==> src/rtl/sdr_port_arbiter_pkg.sv <==
// rtl/sdr_port_arbiter_pkg.sv - shared FSM state and client index constants for the SDRAM port arbiter
package sdr_port_arbiter_pkg;

  typedef enum logic {
    ST_IDLE = 1'b0,
    ST_WAIT = 1'b1
  } arb_state_t;

  localparam int CLI_CPU    = 0;
  localparam int CLI_SPRITE = 1;
  localparam int CLI_IOCTL  = 2;

endpackage

==> src/rtl/sdr_arb_pick.sv <==
// rtl/sdr_arb_pick.sv - combinational winner select; SDR_ARB_RR_EN picks round-robin, else fixed priority
module sdr_arb_pick #(
  parameter int NCLI = 3
) (
  input  logic [NCLI-1:0] pending,
  input  logic [1:0]      last,
  output logic [1:0]      win,
  output logic            valid
);

`ifdef SDR_ARB_RR_EN
  // Round-robin: scan from the client after the last winner, wrapping back to it last.
  always_comb begin
    int idx;
    idx   = 0;
    win   = '0;
    valid = 1'b0;
    // Walk offsets far-to-near so the nearest pending client is the final assignment.
    for (int k = NCLI; k >= 1; k--) begin
      idx = (int'(last) + k) % NCLI;
      if (|(pending & (NCLI'(1) << idx))) begin
        win   = 2'(idx);
        valid = 1'b1;
      end
    end
  end
`else
  // Fixed priority has no memory of the previous winner.
  logic unused_last;
  assign unused_last = ^last;

  // Fixed priority: the lowest pending index wins (CPU, then sprite, then ioctl).
  always_comb begin
    win   = '0;
    valid = 1'b0;
    for (int i = NCLI - 1; i >= 0; i--) begin
      if (|(pending & (NCLI'(1) << i))) begin
        win   = 2'(i);
        valid = 1'b1;
      end
    end
  end
`endif

endmodule

==> src/rtl/sdr_port_arbiter.sv <==
// rtl/sdr_port_arbiter.sv - toggle-handshake SDRAM port arbiter; policy selected by SDR_ARB_RR_EN
module sdr_port_arbiter #(
  parameter int NCLI = 3,
  parameter int AW   = 24
) (
  input  logic                 CLK_32M,
  input  logic                 reset,
  input  logic [NCLI-1:0]      c_req,
  output logic [NCLI-1:0]      c_ack,
  input  logic [NCLI*AW-1:0]   c_addr,
  input  logic [NCLI*16-1:0]   c_din,
  input  logic [NCLI*2-1:0]    c_wr_sel,
  output logic [15:0]          c_dout,
  output logic [AW-1:0]        sdr_addr,
  output logic [15:0]          sdr_din,
  output logic [1:0]           sdr_wr_sel,
  output logic                 sdr_req,
  input  logic                 sdr_ack,
  input  logic [15:0]          sdr_dout,
  output logic [1:0]           grant,
  output logic                 busy
);
  import sdr_port_arbiter_pkg::*;

  arb_state_t      state;
  logic [1:0]      last_grant;
  logic [NCLI-1:0] pending;
  logic [1:0]      win;
  logic            win_valid;
  logic [AW-1:0]   win_addr;
  logic [15:0]     win_din;
  logic [1:0]      win_wr_sel;

  // A client is pending while its toggle request differs from its acknowledge.
  assign pending = c_req ^ c_ack;

  sdr_arb_pick #(
    .NCLI (NCLI)
  ) u_pick (
    .pending (pending),
    .last    (last_grant),
    .win     (win),
    .valid   (win_valid)
  );

  // Route the winning client's address, data and byte enables toward the grant edge.
  always_comb begin
    win_addr   = '0;
    win_din    = '0;
    win_wr_sel = '0;
    for (int i = 0; i < NCLI; i++) begin
      if (win == 2'(i)) begin
        win_addr   = c_addr[i*AW +: AW];
        win_din    = c_din[i*16 +: 16];
        win_wr_sel = c_wr_sel[i*2 +: 2];
      end
    end
  end

  // IDLE/WAIT controller: capture the winner on grant, return data and ack on SDRAM completion.
  always_ff @(posedge CLK_32M) begin
    if (reset) begin
      state      <= ST_IDLE;
      sdr_req    <= 1'b0;
      c_ack      <= '0;
      c_dout     <= '0;
      sdr_addr   <= '0;
      sdr_din    <= '0;
      sdr_wr_sel <= '0;
      grant      <= 2'(CLI_CPU);
      busy       <= 1'b0;
      last_grant <= 2'(NCLI - 1);
    end else begin
      case (state)
        ST_IDLE: begin
          if (win_valid) begin
            sdr_addr   <= win_addr;
            sdr_din    <= win_din;
            sdr_wr_sel <= win_wr_sel;
            sdr_req    <= ~sdr_req;
            grant      <= win;
            last_grant <= win;
            busy       <= 1'b1;
            state      <= ST_WAIT;
          end
        end
        ST_WAIT: begin
          if (sdr_ack == sdr_req) begin
            c_dout <= sdr_dout;
            // Copying the live request (not a flip) absorbs a re-toggle made mid-transfer.
            for (int i = 0; i < NCLI; i++) begin
              if (grant == 2'(i)) begin
                c_ack[i] <= c_req[i];
              end
            end
            busy  <= 1'b0;
            state <= ST_IDLE;
          end
        end
        default: state <= ST_IDLE;
      endcase
    end
  end

endmodule

==> config.mk <==
export PLATFORM = sky130hd
export DESIGN_NAME = sdr_port_arbiter
export DESIGN_NICKNAME = d
export VERILOG_FILES = /design/src/rtl/sdr_port_arbiter_pkg.sv /design/src/rtl/sdr_arb_pick.sv /design/src/rtl/sdr_port_arbiter.sv
export SDC_FILE = /design/constraint.sdc
export NUM_CORES = 1
export LEC_CHECK = 0
export ABC_CLOCK_PERIOD_IN_PS = 5000
export CAP_MARGIN = 20
export CORE_UTILIZATION = 40
export CTS_BUF_LIST = sky130_fd_sc_hd__clkbuf_4 sky130_fd_sc_hd__clkbuf_8
export CTS_CLUSTER_DIAMETER = 40
export CTS_CLUSTER_SIZE = 25
export DETAILED_ROUTE_END_ITERATION = 10
export PLACE_DENSITY = 0.93
export SLEW_MARGIN = 20
export SYNTH_ARGS = -nofsm -noshare
export SYNTH_HDL_FRONTEND = slang
export SYNTH_SLANG_ARGS = --single-unit
==> constraint.sdc <==
create_clock -name CLK_32M -period 5 [get_ports CLK_32M]
set_input_delay 0.75 -clock CLK_32M [delete_from_list [all_inputs] [get_ports CLK_32M]]
set_output_delay 0.75 -clock CLK_32M [all_outputs]
set_load 0.1 [all_outputs]
### Word level (Yosys, flattened, before mapping)

Index checks and enable logic that the tools add are counted.

* input bits: 148
* register bits: 66
* logic and storage cells: 50
* output and inout port bits: 65

* reductions and logical operators: 8
* bitwise logic cells: 3
* mux-type cells: 21
* eq/ne operators: 7

Operator list (count)
* $mux W24: 3
* $mux W16: 3
* $mux W2: 6
* $reduce_and A3 Y1: 3
* $mux W1: 7
* $reduce_and A2 Y1: 3
* $eq A2 B1 Y1 const B: 2
* $eq A2 B2 Y1 const B: 2
* $logic_not A2 Y1: 2
* $ne A2 B1 Y1 const B: 2
* $pmux W1 S2: 2
* $xor A3 B3 Y3: 1
* $not A1 Y1: 2
* $eq A1 B1 Y1: 1

### Depth between registers and ports, before layout

Gate-level depths: netlist of the first run.

* word-level depth: 8
* mapped depth: 7
* gate-level depth less buffers: 4

### Cells and area by module

Synthesis of the first run repeated with hierarchy kept, for this count alone.

* cells, all modules: 359
* area total of the unflattened synthesis: 3433.3 µm²

Modules (own cells, without submodules)
* sdr_port_arbiter: instances 1, sequential area each 1341.3 µm², cells each 356, area an instance 3413.3 µm²
* sdr_arb_pick: instances 1, sequential area each 0.0 µm², cells each 3, area an instance 20.0 µm²

### Least setup slack after synthesis of the first run

No wires, ideal clock.

* path kind: flip-flop to flip-flop
* start: reg c_ack[1]
* end: reg sdr_addr[16]
* required time: 4881 ps
* clock period less this slack: 2458 ps
* cell stages (with the launch flop): 7
* slack: 2542 ps
* data arrival time: 2339 ps
* library setup time: 119 ps
* buffers on the path: 2
* cells stage by stage: dfxtp_1 xor2_2 nor3b_2 buf_6 buf_4 or2b_1 a32o_1

* longest elaborated chain between the ends: 7
* elaborated cells on any way between the ends: 12
* those cells by class: eq/ne: 2; mux: 7; bitwise: 1; reduce/logical: 2

Ends and longest elaborated chain
* start: declaration: line sdr_port_arbiter.sv:9 `output logic [NCLI-1:0] c_ack,`
* start signal: indexed assignment: line sdr_port_arbiter.sv:93 `c_ack[i] <= c_req[i];`
* $xor A3 B3 Y3 *: line sdr_port_arbiter.sv:35 `assign pending = c_req ^ c_ack;`
* $mux W2 (2 in series): line sdr_arb_pick.sv:37 `if (|(pending & (NCLI'(1) << i))) begin`
* $logic_not A2 Y1: line sdr_port_arbiter.sv:52 `if (win == 2'(i)) begin`
* $mux W24 (3 in series): line sdr_port_arbiter.sv:52
* end signal: assignment: line sdr_port_arbiter.sv:77 `sdr_addr <= win_addr;`
* end: declaration: line sdr_port_arbiter.sv:14 `output logic [AW-1:0] sdr_addr,`

Mark *: on every way between the ends. The rest lies on a longest branch, timed or not.
A chain may end at the register's enable or synchronous reset.

### Worst setup path in the final report of the first run

* start: in c_req[1]
* end: reg sdr_addr[10]

* longest elaborated chain between the ends: 7
* elaborated cells on any way between the ends: 12
* those cells by class: eq/ne: 2; mux: 7; bitwise: 1; reduce/logical: 2

Ends and longest elaborated chain
* start: declaration: line sdr_port_arbiter.sv:8 `input logic [NCLI-1:0] c_req,`
* $xor A3 B3 Y3 *: line sdr_port_arbiter.sv:35
* $mux W2 (2 in series): line sdr_arb_pick.sv:37
* $logic_not A2 Y1: line sdr_port_arbiter.sv:52
* $mux W24 (3 in series): line sdr_port_arbiter.sv:52

Marks and branches as above.

==> metrics, run 1 <==
post-CTS sizing 0; crit path cell chain clkdlybuf4s50_1, xor2_4, nand2_2, a211o_1, a32o_1; crit path from c_req[1]; register area share after synthesis 0.400; worst-path fanout max 44; Die Y 92.9 um; total grt overflow 0; largest family of logic cells by synthesized area compound AO/OA/AOI/OAI gates; n_diodes 0; Post-Synth Simple-Gate Area 0.231; CTS tree built; Final Total Pwr ~2.1 mW; Total GRT Usage 0.260; fillers 590; Reg2Reg Capture Point sdr_addr[10]; largest net degree at the start of global routing 85; port bufs 212; # rows 32; total nets after synthesis 501; RSZ-0062 raised after global routing no; WP data arrival 3.80 ns; DR iter-0 viols 161; ys async rst share 0; Period Utilization, post-route 0.714; Worst-path clk slew 0.07 ns; slowest stage cell, crit path xor2_4; drt pass-1 iters 5; worst path bufs/invs 1; critical path class input pin to flop; Post-Synth Adder-Cell Area 0; Synth Area in XOR/XNOR 0.0182; status finished clean; portion of netlist area occupied by mux cells 0.00909; Slew headroom 0.284; slowest cell delay on critical path 0.85 ns; initial cell density of the core 0.421; first-pass GRT wire length 17700 um; worst r2r src c_ack[1]; Clock Tree Buf Depth 2; max-cap violations 0; Vias between 3000 and 4000; Final Max Tran Viols 0; Die W 92.9 um; Peak Freq about 280 MHz; worst-margin pin slew 1.07 ns; count leader, synth dfxtp_1; htree depth 3; Compound-Gate Fraction of Synth Area 0.278; Fin. Hold Viols 0; top cells by area, synth dfxtp_1 (40%), a32o_1 (12%), a211o_1 (11%); VDD IR-drop max 0.000203 V; WP depth 5; initial antenna violation count 0; min-delay worst type flop to flop; R2R cell count 4; later-pin clock latency in the skew report 0.34 ns; CP startpoint kind input pin; Synth Flop Type dfxtp_1; CP required 5.23 ns; share of the synthesized area in the top cell type 0.400; final setup violation count 0; R2R Setup Slk between 1.5 and 2 ns; register bit count reported by yosys 66; pwr/cell area between 300 and 400 nW/um2; Post-synth top cells dfxtp_1 (66), a211o_1 (41), a32o_1 (41), and3_1 (40), nand2_1 (35); crit end category flop; clk_skew 0.00613 ns; layout cells sized above 1 0.0530; Top delay family on crit path XOR/XNOR gates; Net count, final 690; Synth area leader dfxtp_1; CTS root buf clkbuf_8; crit path to sdr_addr[10]; distinct cell type count after synthesis 34; cts hold-fix bufs 0; drt via density 5.65; Post-CTS Setup Repair Bufs 0; Routed WL about 12000 um; Mapped Cells about 350; IO Pins 213; core area between 7000 and 8000 um2; Routed Antenna Nets 0; detailed placement HPWL ~8000 um; RePlAce Congestion 0.814; Post-synth EDFFs 0; Leakage about 2.3 nW; vias in the first global route 3733; Layout area overhead 70.7%; Inserted Clock Buffers 9; mean area per synthesized cell about 9.4 um2; clock sink total 66; warning count from the yosys run 0; mean routed wirelength per cell 17.7 um; Final min period 3.57 ns; Hold Path Origin c_dout[8]; setup TNS 0 ns; DRC viols 0; Die Area 8620 um2; Syn Std Cell Area 3300 um2
## cells in the final DEF (no fill, tap or decap), types with 2 or more instances in the layout
master           synthesis  layout
a211o_1                 41      41
a21oi_1                 17      17
a32o_1                  41      41
and3_1                  40      40
and3_2                   2       2
buf_4                    2       4
bufinv_16                0       2
clkbuf_8                 0       9
clkdlybuf4s50_1          0     212
clkinv_2                 0       2
clkinvlp_4               0       2
dfxtp_1                 66      66
mux2i_1                  3       3
nand2_1                 35      35
nand2b_1                28      28
nand4b_1                 2       2
nor2_1                   6       6
or2b_1                  13      13
xnor2_1                  4       3
## worst min-delay path by stage
| stage | endpoint | cells past startpoint |
|---|---|---|
| after CTS | c_dout[4] | 2 |
| after floorplan | grant[1] | 4 |
| after global placement | c_dout[8] | 2 |
| final | c_dout[8] | 2 |
| after detailed placement | c_dout[4] | 2 |
| after global routing | c_dout[6] | 2 |
## cell type report
class | count | area (um2) | share of cell area
Clock inverter | 7 | 93.8 | 0.0166
Tap cell | 102 | 128 | 0.0226
Clock buffer | 9 | 124 | 0.0220
Sequential cell | 66 | 1320 | 0.234
Inverter | 1 | 3.75 | 0.000666
Multi-Input combinational cell | 248 | 1810 | 0.322
Timing Repair Buffer | 216 | 2150 | 0.382
## per-stage QoR
| step | hold WS [ns] | std cells | utilization | setup WS, ns | cell area [um2] |
|---|---|---|---|---|---|
| floorplan | 0.692 | 353 | - | 2.54 | 3300 |
| global placement | 0.441 | 633 | 0.691 | 1.24 | 5420 |
| detailed placement | 0.450 | 633 | 0.691 | 1.14 | 5420 |
| CTS | 0.460 | 649 | 0.718 | 1.46 | 5640 |
| global route | 0.487 | 649 | 0.718 | 1.29 | 5640 |
| finish | 0.462 | 649 | 0.718 | 1.43 | 5640 |
## report_power, final
group	leakage, nW	internal, mW	total, mW	switching, mW
registers	0.543	0.590	0.632	0.0417
clock network	0.105	0.280	0.492	0.213
logic	1.62	0.313	0.957	0.644
## sequential cells by signal, summed over array words and instances (netlist names)
register,count
c_ack,3
state,1
c_dout,16
sdr_req,1
grant,2
busy,1
sdr_addr,24
sdr_wr_sel,2
sdr_din,16
## routing by layer
layer | share of wire | GRT usage | vias to the layer above
li1 | - | - | 1698
met3 | 0.078 | 0.0805 | 27
met2 | 0.52 | 0.470 | 192
met1 | 0.38 | 0.283 | 1750
met5 | 0 | 0 | -
met4 | 0.029 | 0.0962 | 0
## worst register-to-register path, cell delays in order, from the launching register on
cell	delay [ns]
dfxtp_1	0.51
xor2_4	0.88
nand2_2	0.80
a211o_1	0.51
a32o_1	0.26
## kinds of logic after synthesis
family	after synthesis
muxes	3
xor gates and xnor gates	6
buffers and inverters	39
DFF	66
and+or+nand+nor	133
AOI/OAI and AO/OA	106
(Power assumes the default switching activity.)
==> run 2, diff against run 1 <==
--- a/config.mk
+++ b/config.mk
@@ -5,14 +5,14 @@
 export SDC_FILE = /design/constraint.sdc
 export NUM_CORES = 1
 export LEC_CHECK = 0
-export ABC_CLOCK_PERIOD_IN_PS = 5000
+export ABC_CLOCK_PERIOD_IN_PS = 3000
 export CAP_MARGIN = 20
-export CORE_UTILIZATION = 40
+export CORE_UTILIZATION = 34
 export CTS_BUF_LIST = sky130_fd_sc_hd__clkbuf_4 sky130_fd_sc_hd__clkbuf_8
 export CTS_CLUSTER_DIAMETER = 40
 export CTS_CLUSTER_SIZE = 25
 export DETAILED_ROUTE_END_ITERATION = 10
-export PLACE_DENSITY = 0.93
+export PLACE_DENSITY = 0.85
 export SLEW_MARGIN = 20
 export SYNTH_ARGS = -nofsm -noshare
 export SYNTH_HDL_FRONTEND = slang
==> constraint.sdc (replaced) <==
create_clock -name CLK_32M -period 3 [get_ports CLK_32M]
set_input_delay 0.45 -clock CLK_32M [delete_from_list [all_inputs] [get_ports CLK_32M]]
set_output_delay 0.45 -clock CLK_32M [all_outputs]
set_load 0.1 [all_outputs]
==> metrics, run 2 (same netlist as run 1, synthesis figures left out) <==
status finished clean; largest net degree at the start of global routing 85; VDD IR-drop max 0.000266 V; later-pin clock latency in the skew report 0.33 ns; layout cells sized above 1 0.181; htree depth 3; cts hold-fix bufs 0; pwr/cell area ~600 nW/um2; DR iter-0 viols between 100 and 150; setup TNS 0 ns; total grt overflow 0; port bufs 212; vias in the first global route 3544; crit path to sdr_addr[1]; Period Utilization, post-route 0.734; IO Pins around 210; Inserted Clock Buffers 9; detailed placement HPWL 7810 um; top flop regs sdr_addr (24), c_dout (16), sdr_din (16); R2R Setup Slk 1.06 ns; initial antenna violation count 0; Placed Instance Area 5360 um2; Routed WL 10900 um; Total GRT Usage 0.209; Final min period 2.20 ns; Layout area overhead 67.1%; initial cell density of the core 0.354; Top reg by flops sdr_addr; final setup violation count 0; clock sink total 66; critical path class input pin to flop; Slew headroom 0.629; core area 9330 um2; CP required 3.22 ns; Clock Tree Buf Depth 2; worst-path fanout max between 40 and 50; max-cap violations 0; # rows 35; Comb pwr share 0.480; Post-CTS Setup Repair Bufs 0; DRC viols 0; R2R cell count 6; drt pass-1 iters 4; Die Area 10100 um2; leading cell type in the layout, fill and taps excluded clkdlybuf4s50_1; Internal 1.78 mW; RePlAce Congestion 0.801; Final Max Tran Viols 0; clk_skew 0.0149 ns; Die W 101 um; Routed Antenna Nets 0; most frequent cells in the layout clkdlybuf4s50_1 (147), buf_4 (75), dfxtp_1 (66), a211o_1 (41), a32o_1 (41); RSZ-0062 raised after global routing no; first-pass GRT wire length 16700 um; Worst-path clk slew 0.07 ns; Fin. Hold Viols 0; crit path from c_req[0]; Leakage ~2.4 nW; Clk network pwr share 0.198; net switching fraction of the power 0.452; Reg2Reg Capture Point sdr_addr[1]; CTS tree built; Core Util, Final 0.592; mean routed wirelength per cell 16.0 um; crit end category flop; CTS root buf clkbuf_8; min-delay worst type flop to flop; post-CTS sizing 0; Net count, final around 700; Peak Freq ~450 MHz; Die Y 101 um; Largest register FFs 24; CP startpoint kind input pin; NetSw 1.47 mW; Seq pwr share 0.323; WP data arrival between 2 and 2.5 ns; worst r2r src c_ack[0]; drt via density 5.26; final instance area 5520 um2; worst-margin pin slew 0.556 ns; n_diodes 0; Vias 3587
[run 2: changes by cell type in the layout (fill, tap and decap cells not counted), sizes merged]
cell,change
buf,+72
bufinv,-2
clkbuf,+1
clkdlybuf4s50,-65
clkinv,-1
clkinvlp,+1
[run 2: routing by layer]
layer / vias to the layer above / GRT usage / routed length, um
li1: 1711 / - / -
met1: 1706 / 0.220 / 4150
met2: 151 / 0.393 / 5650
met3: 19 / 0.0596 / 850
met4: 0 / 0.0803 / 222
met5: - / 0 / 0
[run 2: power by group through the flow]
stage               registers (mW)  logic, mW  clock network (mW)
floorplan                     1.81      0.369                   0
global placement              1.06       1.55                   0
detailed placement            1.07       1.57                   0
CTS                           1.05       1.57               0.664
global route                  1.06       1.62               0.706
finish                        1.05       1.56               0.643
[run 2: how the worst min path moves through the flow]
stage	from	to	slack [ns]	depth (start not counted)
after CTS	c_dout[2]	c_dout[2]	0.46	2
after floorplan	sdr_dout[0]	c_dout[0]	0.59	2
final	c_dout[2]	c_dout[2]	0.46	2
after detailed placement	c_dout[10]	c_dout[10]	0.45	2
after global placement	c_dout[5]	c_dout[5]	0.44	2
after global routing	c_dout[7]	c_dout[7]	0.48	2
[run 2: layout make-up]
type,instances,area [um2]
Clock buffer,10,131
Clock inverter,5,32.5
Fill cell,832,3810
Inverter,1,3.75
Multi-Input combinational cell,248,1810
Sequential cell,66,1320
Tap cell,129,161
Timing Repair Buffer,223,2050
[run 2: worst max-delay path, stage by stage]
cell and delay, ns:
clkdlybuf4s50_1 0.55, xnor2_2 0.15, buf_4 0.30, nand2_2 0.06, buf_4 0.29, a211o_1 0.35
a32o_1 0.24
[run 2: per-stage QoR]
stage               hold WS, ns  setup slack, ns  total power, mW  std cells
floorplan                 0.586            0.542             2.18        353
detailed placement        0.448            0.476             2.63        667
global route              0.478            0.710             3.39        682
global placement          0.442            0.493             2.61        667
finish                    0.457            0.798             3.25        682
CTS                       0.458            0.821             3.28        682
